<file path="src/rtl/vram_scanout.sv">
// Frame scanout engine: reads 4bpp packed bytes from VRAM and streams them out
// as a valid/ready pixel stream with x/y coordinates and line/frame markers.
module vram_scanout #(
  parameter int LINES      = 128,
  parameter int FIFO_DEPTH = 2
) (
  input  logic        clk,
  input  logic        rst,
  input  logic        start,
  output logic        busy,
  output logic [12:0] vram_addr,
  input  logic [7:0]  vram_data,
  output logic [3:0]  pix,
  output logic        pix_valid,
  input  logic        pix_ready,
  output logic [6:0]  pix_x,
  output logic [6:0]  pix_y,
  output logic        line_end,
  output logic        frame_end,
  output logic [1:0]  state_dbg
);

  localparam logic [1:0]  IDLE      = 2'd0;
  localparam logic [1:0]  FETCH     = 2'd1;
  localparam logic [1:0]  DRAIN     = 2'd2;
  localparam int          PW        = (FIFO_DEPTH > 2) ? 2 : 1;
  localparam logic [12:0] LAST_ADDR = 13'(LINES * 64 - 1);
  localparam logic [6:0]  LAST_LINE = 7'(LINES - 1);
  localparam logic [2:0]  DEPTH     = 3'(FIFO_DEPTH);

  logic [1:0]    state;
  logic [12:0]   next_addr;
  logic [12:0]   last_addr;
  logic          in_flight;
  logic [7:0]    fifo_mem [FIFO_DEPTH];
  logic [PW-1:0] wr_ptr;
  logic [PW-1:0] rd_ptr;
  logic [2:0]    count;
  logic          half;
  logic [7:0]    head;
  logic          issue;
  logic          pop;
  logic          hs;
  logic          last_pix;

  // Reads are credited against FIFO space before issue, so the one-cycle
  // VRAM latency can never overflow the byte buffer.
  assign issue     = (state == FETCH) && ((count + {2'b00, in_flight}) < DEPTH);
  // The address only moves when a read is actually issued; otherwise it
  // keeps showing the last byte read.
  assign vram_addr = issue ? next_addr : last_addr;

  // Pixel stream: a pixel transfers on any rising edge where pix_valid and
  // pix_ready are both high; while pix_valid is high and pix_ready is low,
  // pix/pix_x/pix_y hold, and pix_valid never drops without a transfer.
  assign head      = fifo_mem[rd_ptr];
  assign pix_valid = (count != 3'd0);
  assign hs        = pix_valid && pix_ready;
  assign pop       = hs && half;
  assign pix       = pix_valid ? (half ? head[7:4] : head[3:0]) : 4'd0;
  assign last_pix  = hs && (pix_x == 7'd127) && (pix_y == LAST_LINE);
  assign line_end  = pix_valid && (pix_x == 7'd127);
  assign busy      = (state != IDLE);
  assign state_dbg = state;

  always_ff @(posedge clk) begin
    if (in_flight) fifo_mem[wr_ptr] <= vram_data;
  end

  always_ff @(posedge clk) begin
    if (!rst) begin
      state     <= IDLE;
      next_addr <= 13'd0;
      last_addr <= 13'd0;
      in_flight <= 1'b0;
      wr_ptr    <= '0;
      rd_ptr    <= '0;
      count     <= 3'd0;
      half      <= 1'b0;
      pix_x     <= 7'd0;
      pix_y     <= 7'd0;
      frame_end <= 1'b0;
    end else begin
      in_flight <= issue;
      frame_end <= (state == DRAIN) && last_pix;

      case (state)
        IDLE: begin
          if (start) begin
            state     <= FETCH;
            next_addr <= 13'd0;
          end
        end
        FETCH: begin
          if (issue) begin
            last_addr <= next_addr;
            next_addr <= next_addr + 13'd1;
            if (next_addr == LAST_ADDR) state <= DRAIN;
          end
        end
        DRAIN: begin
          if (last_pix) state <= IDLE;
        end
        default: state <= IDLE;
      endcase

      if (in_flight) wr_ptr <= wr_ptr + 1'b1;
      if (pop) rd_ptr <= rd_ptr + 1'b1;
      if (in_flight && !pop) count <= count + 3'd1;
      else if (pop && !in_flight) count <= count - 3'd1;

      if (hs) begin
        half  <= ~half;
        pix_x <= pix_x + 7'd1;
        if (pix_x == 7'd127) pix_y <= (pix_y == LAST_LINE) ? 7'd0 : pix_y + 7'd1;
      end
    end
  end

endmodule

</file>
<file path="config.mk">
export PLATFORM = sky130hd
export DESIGN_NAME = vram_scanout
export DESIGN_NICKNAME = d
export VERILOG_FILES = /design/src/rtl/vram_scanout.sv
export SDC_FILE = /design/constraint.sdc
export NUM_CORES = 1
export LEC_CHECK = 0
export ABC_AREA = 1
export CELL_PAD_IN_SITES_DETAIL_PLACEMENT = 1
export CELL_PAD_IN_SITES_GLOBAL_PLACEMENT = 2
export CORE_MARGIN = 2
export CORE_UTILIZATION = 34
export CTS_BUF_LIST = sky130_fd_sc_hd__clkbuf_8
export DETAILED_ROUTE_END_ITERATION = 8
export PLACE_DENSITY_LB_ADDON = 0.1
export REMOVE_ABC_BUFFERS = 1
export SETUP_SLACK_MARGIN = 0.4
export SLEW_MARGIN = 0
export SYNTH_ARGS = -nofsm -noshare
export SYNTH_HDL_FRONTEND = slang
export SYNTH_SLANG_ARGS = --single-unit
</file>
<file path="constraint.sdc">
create_clock -name clk -period 4.2 [get_ports clk]
set_input_delay 0.84 -clock clk [delete_from_list [all_inputs] [get_ports clk]]
set_output_delay 0.84 -clock clk [all_outputs]
set_load 0.01 [all_outputs]
</file>
==> metrics.md, run 1 <==
| Metric | Value |
|---|---|
| Run status | `complete, no violations` |
| TritonRoute pass-1 iters | `4` |
| Crit path max-delay family | `buffers and inverters` |
| Pin count of the biggest net entering global routing | `27` |
| Slowest CP cell | `clkdlybuf4s50_1` |
| Total core area | `8640 um2` |
| Die height | `97.7 um` |
| Vias | `2612` |
| Maxcap violations | `0` |
| Antenna-violating nets left | `0` |
| Setup Buffers After CTS | `0` |
| Layout cells sized above 1 | `0.0683` |
| FF+latch count, synth | `67` |
| FF-to-FF setup slack | `2.00 ns` |
| CTS tree | `yes` |
| Worst Path Required | `3.36 ns` |
| Count of cell types in the netlist | `36` |
| Worst-path clk slew | `0.08 ns` |
| GRT Util Overall | `0.162` |
| H-tree depth | `3` |
| Root buffer cell | `clkbuf_8` |
| WHS Endpoint | `last_addr[0]` |
| Worst hold slack | `0.470 ns` |
| Port Buffers | `48` |
| Cell Area, Synth | `2990 um2` |
| Final period utilization | `0.807` |
| Worst slew margin | `0.537` |
| R2R cell count | `12` |
| Die X | `97.7 um` |
| Vias/cell | `4.78` |
| Total power draw | `1.64 mW` |
| Worst Hold Class | `reg -> reg` |
| Final WL | `7.19 mm` |
| Post-route cell area | `3780 um2` |
| Register area share after synthesis | `0.503` |
| Synth Instances | `380` |
| Grt total ovfl | `0` |
| Worst Skew | `0.00742 ns` |
| Initial antenna violation count | `0` |
| DP Cell Count | `531` |
| Synth Area per Inst | `7.86 um2` |
| Top cell by count, worst path | `inv_1` |
| Clock network latency to the later pin of the worst-skew pair | `0.34 ns` |
| Footprint of the multi-input gates | `1250 um2` |
| Total clock sinks | `67` |
| Starting Density | `0.346` |
| Core Util, Final | `0.437` |
| Maximum clock frequency | `295 MHz` |
| Wire length per cell | `13.1 um` |
| Leak pwr | `1.48 nW` |
| Remaining DRCs | `0` |
| Global-route wire length before repair | `12.5 mm` |
| Cts repair resizes | `0` |
| Crit Path Class | `reg -> out` |
| Hold Crit Depth | `2` |
| Inserted Clock Buffers | `9` |
| Standard-cell row count | `34` |
| Worst VDD drop | `0.000148 V` |
| Crit Path Max Fanout | `24` |
| Critical path launch point type | `register` |
| RSZ-0062 raised after global routing | `no` |
| Worst Max-Slew Pin Slew | `0.692 ns` |
| Area delta synth->final | `26.4%` |
| Vias in the first global route | `2653` |
| Ys flop type | `dfxtp_1` |
| Crit path cell chain | `nand2_1 > inv_1 > ha_1 > inv_1 > nand4_4 > inv_2 > o21ai_0 > inv_1 > clkdlybuf4s50_1` |
| Antenna fix cells | `0` |
| Endpoints failing setup | `0` |
| CTS Buffer Depth | `2` |
| Worst Path Arrival | `2.55 ns` |
| Register area | `1500 um2` |
| Setup_tns | `0 ns` |
| Finished Layout Cells | `547` |
| Hold Fails Final Rpt | `0` |
| Final worst slack | `0.810 ns` |
| DR iter-0 viols | `36` |
| DP Area | `3580 um2` |
| Slew Viols, Final | `0` |
| # IOs | `49` |
| Hold Buf Count CTS | `0` |
| Die area | `9550 um2` |
| Worst r2r dst | `count[2]` |
| Post-synth EDFFs | `16` |
| FILL cells | `1076` |
| Synth Warn # | `0` |
| Slowest Stage Delay on Critical Path | `0.53 ns` |
| Final nets | `452` |
| DP Wirelength | `5.21 mm` |
| Hold Path Origin | `last_addr[0]` |
| Power per cell area | `433 nW/um2` |
| Critical register-to-register path startpoint | `count[0]` |
| Placement Setup Slack | `1.16 ns` |
| Crit. End Element | `output port` |
| Clock period minus worst slack | `3.39 ns` |
| Worst Path Buf+Inv | `5` |
| FFs w/ async S/R, synth | `0` |
| Final Wtd Congestion | `0.754` |
cell usage after synthesis, drive strengths merged, types with 2 or more instances:
master  count  area [um2]
a21boi      2        15.0
nor3        8        40.0
dfxtp      51        1020
or2         2        12.5
a21oi      28         144
inv        52         195
edfxtp     16         480
nand2      71         282
nand4       6        52.6
clkbuf      3        11.3
xor2        2        17.5
o21ai      34         170
buf         4        28.8
nand3      24         120
nor2       63         255
ha          5        62.6
o21bai      2        15.0
per-layer routing:
layer	vias up	GRT usage	routed length [um]	share of wire
li1	1343	-	-	-
met1	1226	0.200	3310	0.46
met2	32	0.283	3600	0.50
met3	11	0.0258	167	0.023
met4	0	0.0609	105	0.015
met5	-	0	0	0
cell families (layout without fill, tap and decap cells):
family | Yosys count | after routing | synth area share
xor gates and xnor gates | 2 | 2 | 0.00586
AOI/OAI and AO/OA | 68 | 68 | 0.122
and+or+nand+nor | 177 | 177 | 0.262
DFF | 67 | 67 | 0.503
buffers and inverters | 60 | 119 | 0.0800
adders and majority gates | 6 | 6 | 0.0276
power by group:
group          internal [mW]  switching, mW
Combinational          0.161          0.197
Clock                  0.278          0.272
Sequential             0.702         0.0264
how the worst max path moves through the flow:
| stage | startpoint | to | slack [ns] | cells after the start |
|---|---|---|---|---|
| floorplan | count[0] | vram_addr[10] | 1.89 | 9 |
| global route | count[0] | vram_addr[10] | 0.59 | 10 |
| global placement | count[0] | vram_addr[3] | 1.20 | 9 |
| CTS | count[0] | vram_addr[5] | 0.76 | 9 |
| detailed placement | count[0] | vram_addr[5] | 1.16 | 9 |
| finish | count[0] | vram_addr[5] | 0.81 | 9 |
flip-flops by register name, summed over array words and instances (netlist names), named ones only:
| signal | flops |
|---|---|
| state_dbg | 2 |
| pix_x | 7 |
| pix_y | 7 |
| in_flight | 1 |
| last_addr | 13 |
| half | 1 |
| wr_ptr | 1 |
| count | 3 |
| rd_ptr | 1 |
| frame_end | 1 |
| next_addr | 13 |
| fifo_mem | 16 |
worst register-to-register path, delay by kind of cell, from the launching register on:
kind                     cells  cell delay, ns
flip-flops                   1            0.36
AO/OA/AOI/OAI                4            0.47
buffers and inverters        2            0.16
AND/OR/NAND/NOR              4            0.55
adder cells (fa/ha/maj)      2            0.54
final cells by class:
class | count | area share
clock buffer | 9 | 0.0328
clock inverter | 7 | 0.0199
inverter | 53 | 0.0527
multi-input combinational | 253 | 0.330
sequential | 67 | 0.397
tap | 108 | 0.0358
timing repair buffer | 50 | 0.131
cells in the final DEF (no fill, tap or decap), types with 3 or more instances in the layout:
master	n
nand2_1	67
nor2_1	61
dfxtp_1	51
inv_1	49
clkdlybuf4s50_1	48
o21ai_0	33
a21oi_1	27
nand3_1	24
edfxtp_1	16
clkbuf_8	9
nor3_1	8
nand4_1	5
ha_1	5
inv_2	3
nand2_2	3
inv_6	3
No activity file was read; power rests on OpenSTA's default activity.
==> inputs of run 2 (changes only) <==
Settings changed: CORE_UTILIZATION 34 to 29.
Clock period 4.2 ns to 2.9 ns, I/O delays scaled along.
==> metrics.md, run 2 (same netlist as run 1, synthesis figures left out) <==
| Metric | Value |
|---|---|
| Biggest regs | `fifo_mem: 16 flops, last_addr: 13 flops, next_addr: 13 flops` |
| Grt total ovfl | `0 (unchanged)` |
| Finished Layout Cells | `598 (+9.3%)` |
| Setup_tns | `0 ns (unchanged)` |
| Crit Path Class | `reg -> out` |
| Vias in the first global route | `2842 (+7.1%)` |
| Die X | `106 um (+7.9%)` |
| Standard-cell row count | `37 (+8.8%)` |
| Remaining DRCs | `0 (unchanged)` |
| Final period utilization | `0.848` |
| H-tree depth | `3 (unchanged)` |
| Total clock sinks | `67 (unchanged)` |
| Layout cells sized above 1 | `0.208 (+0.139)` |
| Internal | `1.74 mW (+52%)` |
| Post-route cell area | `4110 um2 (+8.9%)` |
| Comb pwr share | `0.266 (+0.047)` |
| Worst-path clk slew | `0.08 ns (about the same)` |
| Pin count of the biggest net entering global routing | `26 (-3.7%)` |
| Critical path launch point type | `register` |
| Placement Setup Slack | `0.213 ns (-0.946 ns)` |
| Die height | `106 um (+7.9%)` |
| Vias/cell | `4.57 (-4.3%)` |
| Maximum clock frequency | `407 MHz` |
| DR WL met3 | `242 um (+45%)` |
| Worst Setup EP | `vram_addr[1]` |
| GRT Util Overall | `0.156 (-0.00553)` |
| Global-route wire length before repair | `13.6 mm (+9.2%)` |
| Final Wtd Congestion | `0.757 (+0.41%)` |
| Vias | `2734 (+4.7%)` |
| Max reg flops | `16 (unchanged)` |
| Root buffer cell | `clkbuf_8` |
| Clock period minus worst slack | `2.46 ns` |
| TritonRoute pass-1 iters | `4 (unchanged)` |
| Worst Path Required | `2.32 ns (-1.04 ns)` |
| Most frequent cells in the layout | `nor2_1 (60), nand2_1 (59), inv_1 (47), dfxtp_1 (46), clkdlybuf4s50_1 (34)` |
| Endpoints failing setup | `0 (unchanged)` |
| Worst Max-Slew Pin Slew | `0.724 ns (+0.0321 ns)` |
| Wire length per cell | `13.6 um (+3.4%)` |
| Slew Viols, Final | `0 (unchanged)` |
| Crit. End Element | `output port` |
| Commonest non-fill, non-tap cell in the layout | `nor2_1` |
| Antenna-violating nets left | `0 (unchanged)` |
| Hold Buf Count CTS | `0 (unchanged)` |
| Clock share of power | `0.312 (-0.024)` |
| Crit Path Max Fanout | `5 (-79%)` |
| DP Wirelength | `5.49 mm (+5.3%)` |
| Worst Skew | `0.0108 ns (+0.00341 ns)` |
| Port Buffers | `48 (unchanged)` |
| Maxcap violations | `0 (unchanged)` |
| Initial antenna violation count | `0 (unchanged)` |
| Power per cell area | `614 nW/um2 (+42%)` |
| Starting Density | `0.293 (-0.0526)` |
| Clock network latency to the later pin of the worst-skew pair | `0.35 ns (about the same)` |
| Run status | `complete, no violations` |
| CTS tree | `yes` |
| Highest routing layer actually used | `met4` |
| DP Area | `3630 um2 (+1.4%)` |
| Antenna fix cells | `0 (unchanged)` |
| DP Cell Count | `561 (+5.6%)` |
| Critical register-to-register path startpoint | `count[0]` |
| Area delta synth->final | `37.6%` |
| R2R cell count | `13 (+1)` |
| Final WL | `8.12 mm (+13%)` |
| Hold Fails Final Rpt | `0 (unchanged)` |
| RSZ-0062 raised after global routing | `yes` |
| Final nets | `475 (+5.1%)` |
| DR iter-0 viols | `54 (+50%)` |
| Leak pwr | `1.68 nW (+13%)` |
| CTS Buffer Depth | `2 (unchanged)` |
| Worst Hold Class | `reg -> reg` |
| Die area | `11100 um2 (+17%)` |
| Metal2 WL | `4.34 mm (+20%)` |
| Psw | `0.788 mW (+59%)` |
| Final worst slack | `0.442 ns (-0.367 ns)` |
| Worst VDD drop | `0.000248 V (+67%)` |
| Top reg by flops | `fifo_mem` |
| Worst r2r dst | `count[2]` |
| Total core area | `10200 um2 (+18%)` |
| # IOs | `49 (unchanged)` |
| FF-to-FF setup slack | `0.64 ns (-1.36 ns)` |
| Total power draw | `2.52 mW (+54%)` |
| Worst Path Arrival | `1.88 ns (-0.67 ns)` |
| Inserted Clock Buffers | `9 (unchanged)` |
| Met1 WL | `3.41 mm (+3.1%)` |
| Net Sw Frac | `0.312 (+0.00971)` |
| Worst slew margin | `0.516 (-0.0215)` |
| FILL cells | `1259 (+17%)` |
| CP Launch Point | `count[0]` |
| Seq pwr share | `0.422 (-0.023)` |
-- run 2: cell count changes in the layout (fill, tap and decap cells not counted), sizes merged --
cell / before / now
buf: 2 / 36
inv: 55 / 56
clkinvlp: 2 / 0
clkdlybuf4s50: 48 / 34
clkinv: 2 / 5
dlymetal6s2s: 0 / 1
-- run 2: per-layer routing --
metal  up-vias  global-route usage
li1       1385                   -
met1      1306               0.175
met2        32               0.288
met3        11              0.0383
met4         0              0.0517
met5         -                   0
-- run 2: how the worst min path moves through the flow --
| stage | from | to | cells past startpoint |
|---|---|---|---|
| CTS | next_addr[12] | next_addr[12] | 2 |
| global route | last_addr[7] | last_addr[7] | 2 |
| floorplan | last_addr[0] | last_addr[0] | 2 |
| global placement | last_addr[0] | last_addr[0] | 2 |
| finish | next_addr[12] | next_addr[12] | 2 |
| detailed placement | last_addr[0] | last_addr[0] | 2 |
-- run 2: area by class of cell --
cell class | instances | area, um2 | area share
tap | 136 | 170 | 0.0414
clock inverter | 7 | 75.1 | 0.0183
inverter | 53 | 214 | 0.0520
sequential | 67 | 1510 | 0.367
clock buffer | 9 | 124 | 0.0301
timing repair buffer | 71 | 644 | 0.157
timing repair inverter | 2 | 20.0 | 0.00487
multi-input combinational | 253 | 1360 | 0.329
-- run 2: power groups by stage --
stage               clock network [mW]  logic, mW  registers (mW)
detailed placement                   0      0.542            1.08
finish                           0.788      0.672            1.06
floorplan                            0      0.275            1.07
CTS                              0.812      0.624            1.06
global placement                     0      0.531            1.08
global route                     0.859      0.748            1.07
-- run 2: critical path, stage by stage (launching register included) --
cell and delay, ns:
dfxtp_4 0.35, nand2_2 0.05, inv_2 0.04, ha_4 0.26, inv_4 0.04, nand4_4 0.10
buf_12 0.11, inv_6 0.03, buf_6 0.12, buf_6 0.12, o21ai_4 0.13, inv_1 0.04
buf_2 0.13
-- run 2: what timing repair did --
action	CTS	global route
setup buffers	11	8
resized for setup	94	22
hold endpoints to repair	0	0
cloned	2	0
pin swaps	2	4
endpoints found under the setup margin	15	19
-- run 2: per-stage QoR --
| step | hold WS, ns | utilization |
|---|---|---|
| floorplan | 0.444 | - |
| detailed placement | 0.466 | 0.356 |
| finish | 0.488 | 0.404 |
| global route | 0.523 | 0.404 |
| CTS | 0.493 | 0.392 |
| global placement | 0.456 | 0.356 |
==> inputs of run 3 (changes only) <==
Settings changed: CORE_UTILIZATION 29 to 32.
Clock period 2.9 ns to 2.58 ns, I/O delays scaled along.
==> metrics.md, run 3 (same netlist as run 1, synthesis figures left out) <==
| Metric | Value |
|---|---|
| Run status | `complete, no violations` |
| DP Wirelength | `5.43 mm (-1.1%)` |
| Worst Skew | `0.00800 ns (-0.00283 ns)` |
| H-tree depth | `3 (unchanged)` |
| Wire length per cell | `14.0 um (+2.9%)` |
| Slowest Stage Delay on Critical Path | `0.33 ns (-0.02 ns)` |
| Vias in the first global route | `2945 (+3.6%)` |
| Layout cells sized above 1 | `0.273 (+0.0655)` |
| Crit path cell chain | `nand2_2 > inv_2 > ha_4 > inv_4 > nand4_4 > buf_8 > or2_4 > o21ai_2 > inv_1 > buf_2` |
| Final nets | `496 (+4.4%)` |
| Clock period minus worst slack | `2.36 ns` |
| CTS tree | `yes` |
| Slowest CP cell | `dfxtp_2` |
| Die height | `101 um (-4.6%)` |
| Power per cell area | `697 nW/um2 (+13%)` |
| Worst Hold Class | `reg -> reg` |
| Crit Path Max Fanout | `4 (-1)` |
| Hold Fails Final Rpt | `0 (unchanged)` |
| Inserted Clock Buffers | `9 (unchanged)` |
| GRT Util Overall | `0.175 (+0.0188)` |
| Pin count of the biggest net entering global routing | `26 (unchanged)` |
| Most frequent cells in the layout | `nor2_1 (58), nand2_1 (57), dfxtp_1 (44), inv_1 (42), buf_4 (36)` |
| RSZ-0062 raised after global routing | `yes` |
| Leak pwr | `1.77 nW (+5.9%)` |
| Critical path launch point type | `register` |
| Vias/cell | `4.76 (+4.0%)` |
| TritonRoute pass-1 iters | `4 (unchanged)` |
| Top reg by flops | `fifo_mem` |
| Slew Viols, Final | `0 (unchanged)` |
| Final Wtd Congestion | `0.725 (-4.2%)` |
| Worst Path Arrival | `1.84 ns (-0.04 ns)` |
| Worst slew margin | `0.502 (-0.0140)` |
| Post-route cell area | `4290 um2 (+4.4%)` |
| Initial antenna violation count | `0 (unchanged)` |
| Max reg flops | `16 (unchanged)` |
| Endpoints failing setup | `0 (unchanged)` |
| Worst VDD drop | `0.000294 V (+19%)` |
| Die area | `10100 um2 (-9.0%)` |
| Port Buffers | `48 (unchanged)` |
| Final period utilization | `0.913` |
| Final WL | `8.30 mm (+2.2%)` |
| # IOs | `49 (unchanged)` |
| Root buffer cell | `clkbuf_8` |
| Antenna fix cells | `0 (unchanged)` |
| Maxcap violations | `0 (unchanged)` |
| Die X | `101 um (-4.6%)` |
| Total core area | `9150 um2 (-10%)` |
| Total clock sinks | `67 (unchanged)` |
| Starting Density | `0.326 (+0.0331)` |
| CTS Buffer Depth | `2 (unchanged)` |
| Vias | `2825 (+3.3%)` |
| Grt total ovfl | `0 (unchanged)` |
| Commonest non-fill, non-tap cell in the layout | `nor2_1` |
| Crit. End Element | `output port` |
| Maximum clock frequency | `424 MHz` |
| Setup_tns | `0 ns (unchanged)` |
| Clock network latency to the later pin of the worst-skew pair | `0.34 ns (about the same)` |
| Global-route wire length before repair | `13.9 mm (+1.9%)` |
| Worst-path clk slew | `0.08 ns (about the same)` |
| Remaining DRCs | `0 (unchanged)` |
| Standard-cell row count | `35 (-5.4%)` |
| DP Area | `3610 um2 (-0.45%)` |
| Area delta synth->final | `43.6%` |
| Worst Path Required | `2.06 ns (-0.26 ns)` |
| DR iter-0 viols | `48 (-11%)` |
| Crit Path Class | `reg -> out` |
| Biggest regs | `fifo_mem: 16 flops, last_addr: 13 flops, next_addr: 13 flops` |
| Worst Max-Slew Pin Slew | `0.745 ns (+0.0210 ns)` |
| Antenna-violating nets left | `0 (unchanged)` |
==> run 3: changes by cell type in the layout (fill, tap and decap cells not counted), sizes merged <==
| cell | delta |
|---|---|
| clkbuf | +1 |
| inv | -4 |
| clkinv | +2 |
| clkinvlp | +2 |
| clkdlybuf4s50 | -5 |
| clkdlybuf4s15 | +4 |
| buf | +21 |
==> run 3: repair_timing <==
item                                    CTS  global route
hold buffers                              0             0
pin swaps                                 7             7
setup buffers                            30             8
cloned                                    2             0
endpoints found under the setup margin   20            22
gates resized for setup                 111            42
==> run 3: cell type report <==
class,instances,area [um2]
Clock buffer,9,124
Clock inverter,7,68.8
Fill cell,1106,4860
Inverter,53,219
Multi-Input combinational cell,253,1400
Sequential cell,67,1520
Tap cell,111,139
Timing Repair Buffer,92,810
Timing Repair inverter,2,20.0
==> run 3: power breakdown <==
| part | leakage, nW | switching (mW) | internal [mW] |
|---|---|---|---|
| clock network | 0.0950 | 0.424 | 0.443 |
| registers | 0.563 | 0.0548 | 1.15 |
| logic | 1.12 | 0.446 | 0.475 |
| total | 1.77 | 0.925 | 2.06 |
==> run 3: worst max-delay path, delay by kind of cell, from the launching register on <==
kind,cells,cell delay (ns)
adders and majority gates,1,0.23
AOI/OAI and AO/OA,1,0.07
DFF,1,0.33
buffers and inverters,5,0.45
and+or+nand+nor,3,0.42
==> run 3: final timing paths <==
| check | startpoint | end | slack (ns) | depth (start not counted) |
|---|---|---|---|---|
| max | count[0] | vram_addr[1] | 0.22 | 10 |
| max reg2reg | count[0] | last_addr[7] | 0.23 | 19 |
| min | last_addr[5] | last_addr[5] | 0.48 | 2 |
| min reg2reg | last_addr[5] | last_addr[5] | 0.48 | 2 |
==> run 3: per-layer routing <==
metal  part of all wire  global-route usage  vias up
li1                   -                   -     1430
met1               0.42               0.197     1354
met2               0.54               0.332       34
met3              0.025              0.0374        7
met4              0.014              0.0411        0
met5                  0                   0        -
==> run 3: stage by stage <==
stage | util | hold slack, ns | power (mW) | setup slack [ns] | cells
2_1_floorplan | - | 0.444 | 1.51 | 0.598 | 373
3_3_place_gp | 0.395 | 0.455 | 1.80 | 0.0869 | 538
3_5_place_dp | 0.395 | 0.475 | 1.82 | 0.0795 | 538
4_1_cts | 0.452 | 0.489 | 2.92 | 0.211 | 586
5_1_grt | 0.469 | 0.523 | 3.17 | 0.111 | 594
6_report | 0.469 | 0.478 | 2.99 | 0.223 | 594
